File: src/rtl/cube_scan_ctrl.sv
// Layer-multiplexing scan controller for the 8x8x8 LED cube: snapshots Cells once
// per frame, shifts each layer out over 8 serial lines, latches it and lights it.
module cube_scan_ctrl #(
   parameter int CLK_DIV = 1,
   parameter int DWELL   = 1024
) (
   input  logic         Clk,
   input  logic         Reset,
   input  logic         Enable,
   input  logic [511:0] Cells,
   output logic [7:0]   Data,
   output logic         SClk,
   output logic         Latch,
   output logic         Blank,
   output logic [7:0]   Layer,
   output logic         FrameSync,
   output logic         Busy
);

   typedef enum logic [2:0] {S_IDLE, S_SHIFT, S_BLANK, S_LATCH, S_DWELL} state_t;

   localparam logic [7:0]  DIV_LAST   = 8'(CLK_DIV - 1);
   localparam logic [15:0] DWELL_LAST = 16'(DWELL - 1);

   state_t         state_q, state_d;
   logic [2:0]     layer_idx_q, layer_idx_d;
   logic [2:0]     bit_q, bit_d;
   logic           phase_q, phase_d;
   logic [7:0]     div_q, div_d;
   logic [15:0]    dwell_q, dwell_d;
   logic [511:0]   snap_q, snap_d;
   logic [7:0]     data_q, data_d;
   logic [7:0]     lit_q, lit_d;
   logic           fsync_q, fsync_d;
   logic           start_frame, start_layer;

   // One bit per row for column b of layer l.
   function automatic logic [7:0] row_bits(input logic [511:0] s,
                                           input logic [2:0]   l,
                                           input logic [2:0]   b);
      logic [7:0] v;
      for (int r = 0; r < 8; r++) begin
         v[r] = s[{l, 3'(r), b}];
      end
      return v;
   endfunction

   always_comb begin
      state_d     = state_q;
      layer_idx_d = layer_idx_q;
      bit_d       = bit_q;
      phase_d     = phase_q;
      div_d       = div_q;
      dwell_d     = dwell_q;
      snap_d      = snap_q;
      data_d      = data_q;
      lit_d       = lit_q;
      fsync_d     = 1'b0;
      start_frame = 1'b0;
      start_layer = 1'b0;

      unique case (state_q)
         S_IDLE: begin
            if (Enable) start_frame = 1'b1;
         end
         S_SHIFT: begin
            if (div_q != DIV_LAST) begin
               div_d = div_q + 8'd1;
            end else begin
               div_d = 8'd0;
               if (!phase_q) begin
                  phase_d = 1'b1;
               end else if (bit_q == 3'd0) begin
                  phase_d = 1'b0;
                  state_d = S_BLANK;
                  lit_d   = 8'd0;
               end else begin
                  phase_d = 1'b0;
                  bit_d   = bit_q - 3'd1;
                  data_d  = row_bits(snap_q, layer_idx_q, bit_q - 3'd1);
               end
            end
         end
         S_BLANK: begin
            state_d = S_LATCH;
         end
         S_LATCH: begin
            state_d = S_DWELL;
            dwell_d = DWELL_LAST;
            lit_d   = 8'd1 << layer_idx_q;
         end
         S_DWELL: begin
            if (dwell_q != 16'd0) begin
               dwell_d = dwell_q - 16'd1;
            end else if (layer_idx_q != 3'd7) begin
               layer_idx_d = layer_idx_q + 3'd1;
               start_layer = 1'b1;
            end else if (Enable) begin
               start_frame = 1'b1;
            end else begin
               state_d = S_IDLE;
               lit_d   = 8'd0;
               data_d  = 8'd0;
            end
         end
         default: state_d = S_IDLE;
      endcase

      // The lit layer is left untouched here: the drivers keep showing it while the next one shifts.
      if (start_frame) begin
         snap_d      = Cells;
         layer_idx_d = 3'd0;
         fsync_d     = 1'b1;
      end
      if (start_frame || start_layer) begin
         state_d = S_SHIFT;
         bit_d   = 3'd7;
         phase_d = 1'b0;
         div_d   = 8'd0;
         data_d  = row_bits(snap_d, layer_idx_d, 3'd7);
      end
   end

   always_ff @(posedge Clk) begin
      if (Reset) begin
         state_q     <= S_IDLE;
         layer_idx_q <= 3'd0;
         bit_q       <= 3'd0;
         phase_q     <= 1'b0;
         div_q       <= 8'd0;
         dwell_q     <= 16'd0;
         data_q      <= 8'd0;
         lit_q       <= 8'd0;
         fsync_q     <= 1'b0;
      end else begin
         state_q     <= state_d;
         layer_idx_q <= layer_idx_d;
         bit_q       <= bit_d;
         phase_q     <= phase_d;
         div_q       <= div_d;
         dwell_q     <= dwell_d;
         data_q      <= data_d;
         lit_q       <= lit_d;
         fsync_q     <= fsync_d;
      end
      snap_q <= snap_d;
   end

   assign Data      = data_q;
   assign SClk      = (state_q == S_SHIFT) && phase_q;
   assign Latch     = (state_q == S_LATCH);
   assign Layer     = lit_q;
   assign Blank     = (lit_q == 8'd0);
   assign FrameSync = fsync_q;
   assign Busy      = (state_q != S_IDLE);

endmodule
File: config.mk
export PLATFORM = sky130hd
export DESIGN_NAME = cube_scan_ctrl
export DESIGN_NICKNAME = d
export VERILOG_FILES = /design/src/rtl/cube_scan_ctrl.sv
export SDC_FILE = /design/constraint.sdc
export NUM_CORES = 1
export LEC_CHECK = 0
export CAP_MARGIN = 30
export CORE_ASPECT_RATIO = 1.5
export CORE_UTILIZATION = 23
export CTS_CLUSTER_DIAMETER = 120
export DETAILED_ROUTE_END_ITERATION = 8
export SLEW_MARGIN = 20
export SYNTH_ARGS = -nofsm -noshare
export SYNTH_HDL_FRONTEND = slang
export SYNTH_SLANG_ARGS = --single-unit
File: constraint.sdc
create_clock -name Clk -period 21.4 [get_ports Clk]
set_input_delay 4.28 -clock Clk [delete_from_list [all_inputs] [get_ports Clk]]
set_output_delay 4.28 -clock Clk [all_outputs]
set_load 0.005 [all_outputs]
==> results.json, run 1 <==
{
  "start_kind": "primary input",
  "synth_compound_area_frac": 0.0548,
  "fin_crit_ns": 7.32,
  "synthTopCellsByArea": "edfxtp_1, mux4_2, dfxtp_1",
  "path_common_cell": "buf_4",
  "worstMarginPinSlew_ns": 1.08,
  "yosysWarnings": 0,
  "cts-resized-gates": 0,
  "grt_max_degree": 126,
  "via_count": 15191,
  "start_util": 0.232,
  "status": "completed",
  "grt_antenna_before_repair": 34,
  "clockRootBuffer": "clkbuf_16",
  "fin_crit_sh": 0.342,
  "relSlewSlack": 0.281,
  "hp-class": "reg2reg",
  "ys_seq_area_frac": 0.689,
  "slowest_delay_ns": 0.78,
  "drt_pass1_iterations": 5,
  "power_density_mw_per_mm2": 105,
  "row_count": 141,
  "synth_edf_count": 448,
  "multi_input_area_mm2": 0.00674,
  "switching_share": 0.303,
  "cts.htree.levels": 2,
  "synth_fa_ha_area_frac": 0.00547,
  "postRouteAntennaNets": 0,
  "yosys.area_share.simple": 0.0859,
  "layout_commonest_cell": "clkdlybuf4s50_1",
  "fin_skew_ns": 0.0320,
  "p_comb_frac": 0.233,
  "final_cell_mix": "clkdlybuf4s50_1, edfxtp_1, nand2_1",
  "area_delta_synth_final_pct": 39.2,
  "min_path_cells": 2,
  "hold_end": "snap_q[407]$_DFF_P_",
  "syn_nets": 1984,
  "post_cts_buffers": 0,
  "rsz0062_at_grt": "no",
  "dpl.cell_count": 3226,
  "synth_xor_area_frac": 0.00985,
  "async_reset_ff_frac": 0,
  "r2r_slack_ns": 15.79,
  "clk_path_buf_depth": 3,
  "ys_seq_elements": 563,
  "hold_path_startpoint": "snap_q[407]$_DFF_P_",
  "yosys_most_used_dff": "edfxtp_1",
  "r2r_cells": 10,
  "total_power_mw": 3.33,
  "clock_power_share": 0.318,
  "switching_power_mw": 1.01,
  "slew_violations": 0,
  "finalInstanceArea_mm2": 0.0318,
  "drc_errors": 0,
  "maxCapViolations": 0,
  "drive_gt1_frac": 0.138,
  "syn_area_mm2": 0.0229,
  "crit_family": "buffers and inverters",
  "arrival_ns": 7.61,
  "cts_buffers": 58,
  "grt_pass1_vias": 16220,
  "gp_congestion": 0.856,
  "syn_area_per_cell_um2": 15.7,
  "pin_count": 536,
  "clk_pin_slew_ns": 0.07,
  "ctsHoldBuffers": 0,
  "synthMuxAreaShare": 0.136,
  "cts_tree": "done",
  "regArea_mm2": 0.0158,
  "final-setup-viol-count": 0,
  "die_width_um": 259,
  "r2r-start": "bit_q[0]$_SDFFE_PP0P_",
  "setup_tns_ns": 0,
  "die-area_mm2": 0.101,
  "crit_buf_inv": 5,
  "wl_per_cell_um": 24.9,
  "finalNonFillerCells": 3354,
  "max_clock_freq_mhz": 137,
  "grt_usage": 0.163,
  "rr_endpoint": "Data[7]$_SDFFE_PP0P_",
  "placed_area_mm2": 0.0297,
  "crit_fanout": 125,
  "synth_top_family_by_area": "multiplexers",
  "cp_slowest_cell": "buf_4",
  "ys_types": 69,
  "grt_pass1_wl_mm": 117,
  "synthesis.instances": 1459,
  "required_ns": 21.69,
  "finalHoldViolations": 0,
  "end_kind": "flip-flop",
  "setup.worst_path.class": "in2reg",
  "irDropWorstVdd_mv": 0.0634,
  "synth_top_area_share": 0.589,
  "insertion_delay_ns": 0.65,
  "first_iter_violations": 990,
  "fill_cells": 9663,
  "grt-ovfl-total": 0,
  "yosys.area.top_type": "edfxtp_1",
  "portBuffers": 535,
  "power.leakage_nw": 10.9,
  "core_mm2": 0.0984,
  "crit_chain": "clkdlybuf4s50_1 -> nand3b_1 -> o21a_4 -> inv_8 -> buf_4 -> buf_4 -> buf_16",
  "pwr-share-seq": 0.449,
  "cts_num_sinks": 563,
  "fin_util": 0.323,
  "routed_wl_mm": 83.5,
  "die_y_um": 388,
  "p_int_mw": 2.32,
  "fin_nets": 2528,
  "avgViaCountPerCell": 4.53,
  "hpwlAfterDp_mm": 64.0
}
## flip-flops by register name, summed over array words and instances, names as in the netlist
| signal | flops |
|---|---|
| snap_q | 512 |
| dwell_q | 16 |
| Data | 8 |
| Layer | 8 |
| div_q | 8 |
| bit_q | 3 |
| layer_idx_q | 3 |
| state_q | 3 |
| FrameSync | 1 |
| phase_q | 1 |
## through the flow
step / hold slack [ns] / worst slack (ns)
global placement: 0.481 / 13.43
detailed placement: 0.486 / 13.29
floorplan: 0.424 / 3.30
CTS: 0.500 / 13.95
finish: 0.494 / 14.08
global route: 0.516 / 13.89
## cell type report
| type | count | area share |
|---|---|---|
| Antenna cell | 15 | 0.00118 |
| Clock buffer | 65 | 0.0467 |
| Clock inverter | 44 | 0.0158 |
| Inverter | 13 | 0.00177 |
| Multi-Input combinational cell | 805 | 0.212 |
| Sequential cell | 563 | 0.495 |
| Tap cell | 1287 | 0.0506 |
| Timing Repair Buffer | 562 | 0.177 |
## metal layers
metal / GRT usage / part of all wire
met5: 0 / 0.0023
met4: 0.0619 / 0.030
met3: 0.0394 / 0.068
met2: 0.284 / 0.51
met1: 0.192 / 0.39
## cell usage after synthesis, drive strengths merged, types with 2 or more instances
cell type and instances:
a211oi 8, a21boi 3, a21oi 26, a22oi 5, a311oi 5, a31oi 13, a32o 10, a32oi 8
and2 4, and3 6, buf 47, clkbuf 31, dfxtp 115, edfxtp 448, ha 10, inv 13
mux2 7, mux2i 27, mux4 123, nand2 267, nand2b 5, nand3 33, nand4 11, nor2 62
nor2b 3, nor3 23, nor3b 3, nor4 12, o2111ai 2, o211a 2, o211ai 12, o21ai 29
o21bai 3, o22ai 16, o311a 5, o311ai 3, o32ai 7, or3 10, or4 3, xnor2 14
xor2 10
## worst reg2reg max path: stages (launching register included)
cell and delay [ns]:
dfxtp_4 0.68, inv_1 0.48, ha_4 0.94, buf_4 0.68
buf_4 0.84, mux4_2 0.63, mux2i_1 0.26, o22ai_1 0.23
o21ai_0 0.40, o311a_1 0.26, a311oi_2 0.09
## worst max-delay path by stage
| stage | to | cells after the start | slack, ns | from |
|---|---|---|---|---|
| after floorplan | snap_q[0]$_DFFE_PN_ | 5 | 3.30 | Enable |
| after global placement | snap_q[128]$_DFFE_PN_ | 6 | 13.43 | Enable |
| after detailed placement | snap_q[187]$_DFFE_PN_ | 6 | 13.29 | Enable |
| after CTS | snap_q[12]$_DFFE_PN_ | 6 | 13.95 | Enable |
| after global routing | snap_q[12]$_DFFE_PN_ | 7 | 13.89 | Enable |
| final | snap_q[12]$_DFFE_PN_ | 7 | 14.08 | Enable |
## cells by family after synthesis
family | Yosys count
AO/OA/AOI/OAI | 169
buffers and inverters | 91
AND/OR/NAND/NOR | 445
multiplexers | 157
flip-flops | 563
XOR/XNOR | 24
adder cells (fa/ha/maj) | 10
## power groups by stage
stage	registers (mW)	logic, mW	clock network [mW]
after global routing	1.51	0.835	1.12
after floorplan	1.51	0.476	0
final	1.50	0.776	1.06
after global placement	1.52	0.771	0
after CTS	1.50	0.792	1.09
after detailed placement	1.52	0.789	0
Note: power is estimated with default switching activity, not from simulation.
==> run 2, diff against run 1 <==
clock period = 6.3 ns   (was 21.4 ns; I/O delays follow)
==> results.json, run 2 (synthesized netlist as in run 1, its figures left out) <==
{
  "drt_pass1_iterations": 5,
  "post_cts_buffers": 0,
  "pwr-share-seq": 0.439,
  "fin_nets": 2535,
  "finalNonFillerCells": 3361,
  "finalInstanceArea_mm2": 0.0320,
  "status": "completed",
  "p_int_mw": 8.10,
  "met1_usage": 0.201,
  "setup_tns_ns": 0,
  "cts_num_sinks": 563,
  "dpl.cell_count": 3230,
  "irDropWorstVdd_mv": 0.262,
  "hp-class": "reg2reg",
  "die_width_um": 259,
  "drc_errors": 0,
  "die-area_mm2": 0.101,
  "cts.htree.levels": 2,
  "avgViaCountPerCell": 4.59,
  "clk_path_buf_depth": 3,
  "required_ns": 6.80,
  "fin_crit_ns": 4.31,
  "grt_use_met3": 0.0366,
  "clockRootBuffer": "clkbuf_16",
  "clock_power_share": 0.331,
  "area_delta_synth_final_pct": 40.0,
  "power.leakage_nw": 11.0,
  "switching_power_mw": 3.43,
  "cts_tree": "done",
  "core_mm2": 0.0984,
  "gp_congestion": 0.868,
  "r2r-start": "bit_q[0]$_SDFFE_PP0P_",
  "finalHoldViolations": 0,
  "hold_ws_ns": 0.469,
  "maxCapViolations": 0,
  "start_kind": "flip-flop",
  "postRouteAntennaNets": 0,
  "final_cell_mix": "clkdlybuf4s50_1, edfxtp_1, nand2_1",
  "hpwlAfterDp_mm": 66.3,
  "row_count": 141,
  "rsz0062_at_grt": "no",
  "pin_count": 536,
  "cts-resized-gates": 0,
  "layout_commonest_cell": "clkdlybuf4s50_1",
  "pre_cts_ws_ns": 1.83,
  "fin_util": 0.325,
  "max_clock_freq_mhz": 232,
  "die_y_um": 388,
  "slew_violations": 0,
  "grt_max_degree": 135,
  "fill_cells": 9561,
  "reg_top3": "snap_q (512), dwell_q (16)",
  "setup.worst_path.class": "reg2reg",
  "fin_crit_sh": 0.684,
  "relSlewSlack": 0.365,
  "wl_per_cell_um": 25.7,
  "placed_area_mm2": 0.0298,
  "clk_pin_slew_ns": 0.06,
  "cts_buffers": 58,
  "grt_pass1_vias": 16284,
  "regMostFlops": "snap_q",
  "crit_fanout": 40,
  "hold_path_startpoint": "snap_q[407]$_DFF_P_",
  "routed_wl_mm": 86.3,
  "cp-startpoint": "bit_q[0]$_SDFFE_PP0P_",
  "first_iter_violations": 1208,
  "grt_antenna_before_repair": 30,
  "final-setup-viol-count": 0,
  "grt.busiest_layer": "met2",
  "fin_skew_ns": 0.0273,
  "ctsHoldBuffers": 0,
  "worstMarginPinSlew_ns": 0.948,
  "grt-ovfl-total": 0,
  "largest_reg_flops": 512,
  "use_met2": 0.295,
  "end_kind": "flip-flop",
  "portBuffers": 535,
  "arrival_ns": 4.81,
  "setup_slack_ns": 1.99,
  "switching_share": 0.297,
  "via_count": 15428,
  "insertion_delay_ns": 0.65,
  "total_power_mw": 11.5,
  "p_comb_frac": 0.230,
  "grt_pass1_wl_mm": 119,
  "power_density_mw_per_mm2": 360,
  "start_util": 0.232,
  "drive_gt1_frac": 0.142,
  "grt_usage": 0.168
}
[run 2: changes by cell type in the layout (fill, tap and decap cells not counted), sizes merged]
cell and change:
buf +7, clkinv -6, clkinvlp -1, diode -1, inv +2, clkbuf +2
bufinv +4
[run 2: worst max-delay path: stages, from the launching register on]
cell and delay [ns]:
dfxtp_4 0.66, inv_1 0.32, ha_4 0.78, buf_4 0.63, mux4_2 0.58, mux2i_1 0.15
o22ai_1 0.16, o21ai_0 0.43, o311a_1 0.26, a311oi_2 0.09
[run 2: layout make-up]
type	count	area, µm²	area share
Timing Repair Buffer	569	5700	0.178
Multi-Input combinational cell	805	6740	0.210
Inverter	13	56.3	0.00176
Clock buffer	67	1530	0.0476
Sequential cell	563	15800	0.492
Antenna cell	14	35.0	0.00109
Tap cell	1287	1610	0.0503
Clock inverter	43	588	0.0184
[run 2: final timing paths]
path                           to  slack (ns)  depth (start not counted)
max          Data[4]$_SDFFE_PP0P_        1.99                          9
min           snap_q[407]$_DFF_P_        0.47                          2
max reg2reg  Data[4]$_SDFFE_PP0P_        1.99                          9
min reg2reg   snap_q[407]$_DFF_P_        0.47                          2
[run 2: power by group through the flow]
stage,clock network [mW],registers (mW),logic (mW)
2_1_floorplan,0,4.91,1.61
3_3_place_gp,0,5.14,2.67
3_5_place_dp,0,5.16,2.68
4_1_cts,3.91,5.08,2.69
5_1_grt,4.03,5.11,2.85
6_report,3.81,5.07,2.66
[run 2: per-layer routing]
metal	routed length [µm]	up-vias
met2	44700	698
met4	2110	22
li1	-	6812
met3	5900	127
met1	33400	7769
met5	145	-
==> run 3, diff against run 2 <==
clock period = 3.8 ns   (was 6.3 ns; I/O delays follow)
==> results.json, run 3 (synthesized netlist as in run 1, its figures left out) <==
{
  "row_count": 141,
  "fin_crit_sh": 0.913,
  "required_ns": 4.37,
  "grt_usage": 0.165,
  "grt_use_met3": 0.0421,
  "die_y_um": 388,
  "largest_reg_flops": 512,
  "grt.busiest_layer": "met2",
  "fin_nets": 2544,
  "core_mm2": 0.0984,
  "slew_violations": 0,
  "crit_family": "simple AND/OR/NAND/NOR gates",
  "grt_antenna_before_repair": 29,
  "fill_cells": 9510,
  "drive_gt1_frac": 0.144,
  "crit_chain": "inv_1 -> ha_1 -> xnor2_4 -> mux4_2 -> nor3_1 -> nor4_1 -> o21ai_0 -> o311a_1 -> a311oi_2",
  "irDropWorstVdd_mv": 0.337,
  "finalInstanceArea_mm2": 0.0321,
  "use_met2": 0.289,
  "end_kind": "flip-flop",
  "grt_pass1_vias": 16178,
  "postRouteAntennaNets": 0,
  "hp-class": "reg2reg",
  "gp_congestion": 0.879,
  "worstMarginPinSlew_ns": 0.988,
  "die_width_um": 259,
  "total_power_mw": 19.0,
  "insertion_delay_ns": 0.66,
  "slowest_delay_ns": 0.82,
  "clk_path_buf_depth": 3,
  "relSlewSlack": 0.335,
  "start_util": 0.232,
  "rsz0062_at_grt": "no",
  "wl_per_cell_um": 25.2,
  "portBuffers": 535,
  "final-setup-viol-count": 0,
  "maxCapViolations": 0,
  "die-area_mm2": 0.101,
  "cts_num_sinks": 563,
  "pin_count": 536,
  "clk_pin_slew_ns": 0.07,
  "cts_tree": "done",
  "grt-ovfl-total": 0,
  "hpwlAfterDp_mm": 65.5,
  "cts-resized-gates": 0,
  "cts_buffers": 58,
  "reg_top3": "snap_q (512), dwell_q (16)",
  "finalHoldViolations": 0,
  "drc_errors": 0,
  "crit_fanout": 25,
  "routed_wl_mm": 84.6,
  "avgViaCountPerCell": 4.55,
  "power_density_mw_per_mm2": 593,
  "power.leakage_nw": 11.0,
  "grt_max_degree": 132,
  "cp_slowest_cell": "nor4_1",
  "post_cts_buffers": 0,
  "ctsHoldBuffers": 0,
  "cts.htree.levels": 2,
  "grt_pass1_wl_mm": 118,
  "first_iter_violations": 1075,
  "setup.worst_path.class": "reg2reg",
  "clockRootBuffer": "clkbuf_16",
  "regMostFlops": "snap_q",
  "crit_buf_inv": 1,
  "placed_area_mm2": 0.0300,
  "met1_usage": 0.194,
  "via_count": 15279,
  "setup_tns_ns": 0,
  "layout_commonest_cell": "clkdlybuf4s50_1",
  "fin_crit_ns": 3.47,
  "drt_pass1_iterations": 5,
  "arrival_ns": 4.04,
  "start_kind": "flip-flop",
  "fin_skew_ns": 0.0242,
  "area_delta_synth_final_pct": 40.3,
  "max_clock_freq_mhz": 288,
  "status": "completed",
  "final_cell_mix": "clkdlybuf4s50_1, edfxtp_1, nand2_1"
}
-- run 3: tightest hold or removal path: stages (launching register included) --
cell and delay [ns]:
dfxtp_1 0.34, nand2_1 0.06, nand2_1 0.04
-- run 3: final timing paths --
check | startpoint | to | slack, ns | cells past startpoint
min reg2reg | snap_q[271]$_DFF_P_ | snap_q[271]$_DFF_P_ | 0.48 | 2
max reg2reg | bit_q[0]$_SDFFE_PP0P_ | Data[0]$_SDFFE_PP0P_ | 0.33 | 9
max | bit_q[0]$_SDFFE_PP0P_ | Data[0]$_SDFFE_PP0P_ | 0.33 | 9
min | snap_q[271]$_DFF_P_ | snap_q[271]$_DFF_P_ | 0.48 | 2
-- run 3: area by class of cell --
class                      count  area [µm²]  area share
sequential                   563       15800       0.492
multi-input combinational    805        6730       0.210
timing repair buffer         578        5830       0.182
tap                         1287        1610      0.0502
clock buffer                  66        1510      0.0472
clock inverter                44         551      0.0172
inverter                      13        56.3     0.00176
antenna                        2        5.00    0.000156
-- run 3: power breakdown --
part	leakage (nW)	switching (mW)	internal [mW]
combinational	4.80	2.36	2.10
clock	0.980	2.66	3.53
sequential	5.22	0.663	7.71
total	11.0	5.68	13.3
-- run 3: routing by layer --
metal,up-vias,routed length (µm)
met5,-,229
met4,36,2740
met3,153,6070
met2,689,42800
met1,7588,32800
li1,6813,-
-- run 3: per-stage QoR --
step           instances   util  hold WS (ns)  setup WS, ns
2_1_floorplan       1459      -         0.424        0.0466
3_3_place_gp        3244  0.304         0.453         0.344
3_5_place_dp        3244  0.304         0.462         0.289
4_1_cts             3354  0.325         0.475         0.277
5_1_grt             3358  0.326         0.508         0.148
6_report            3358  0.326         0.480         0.330
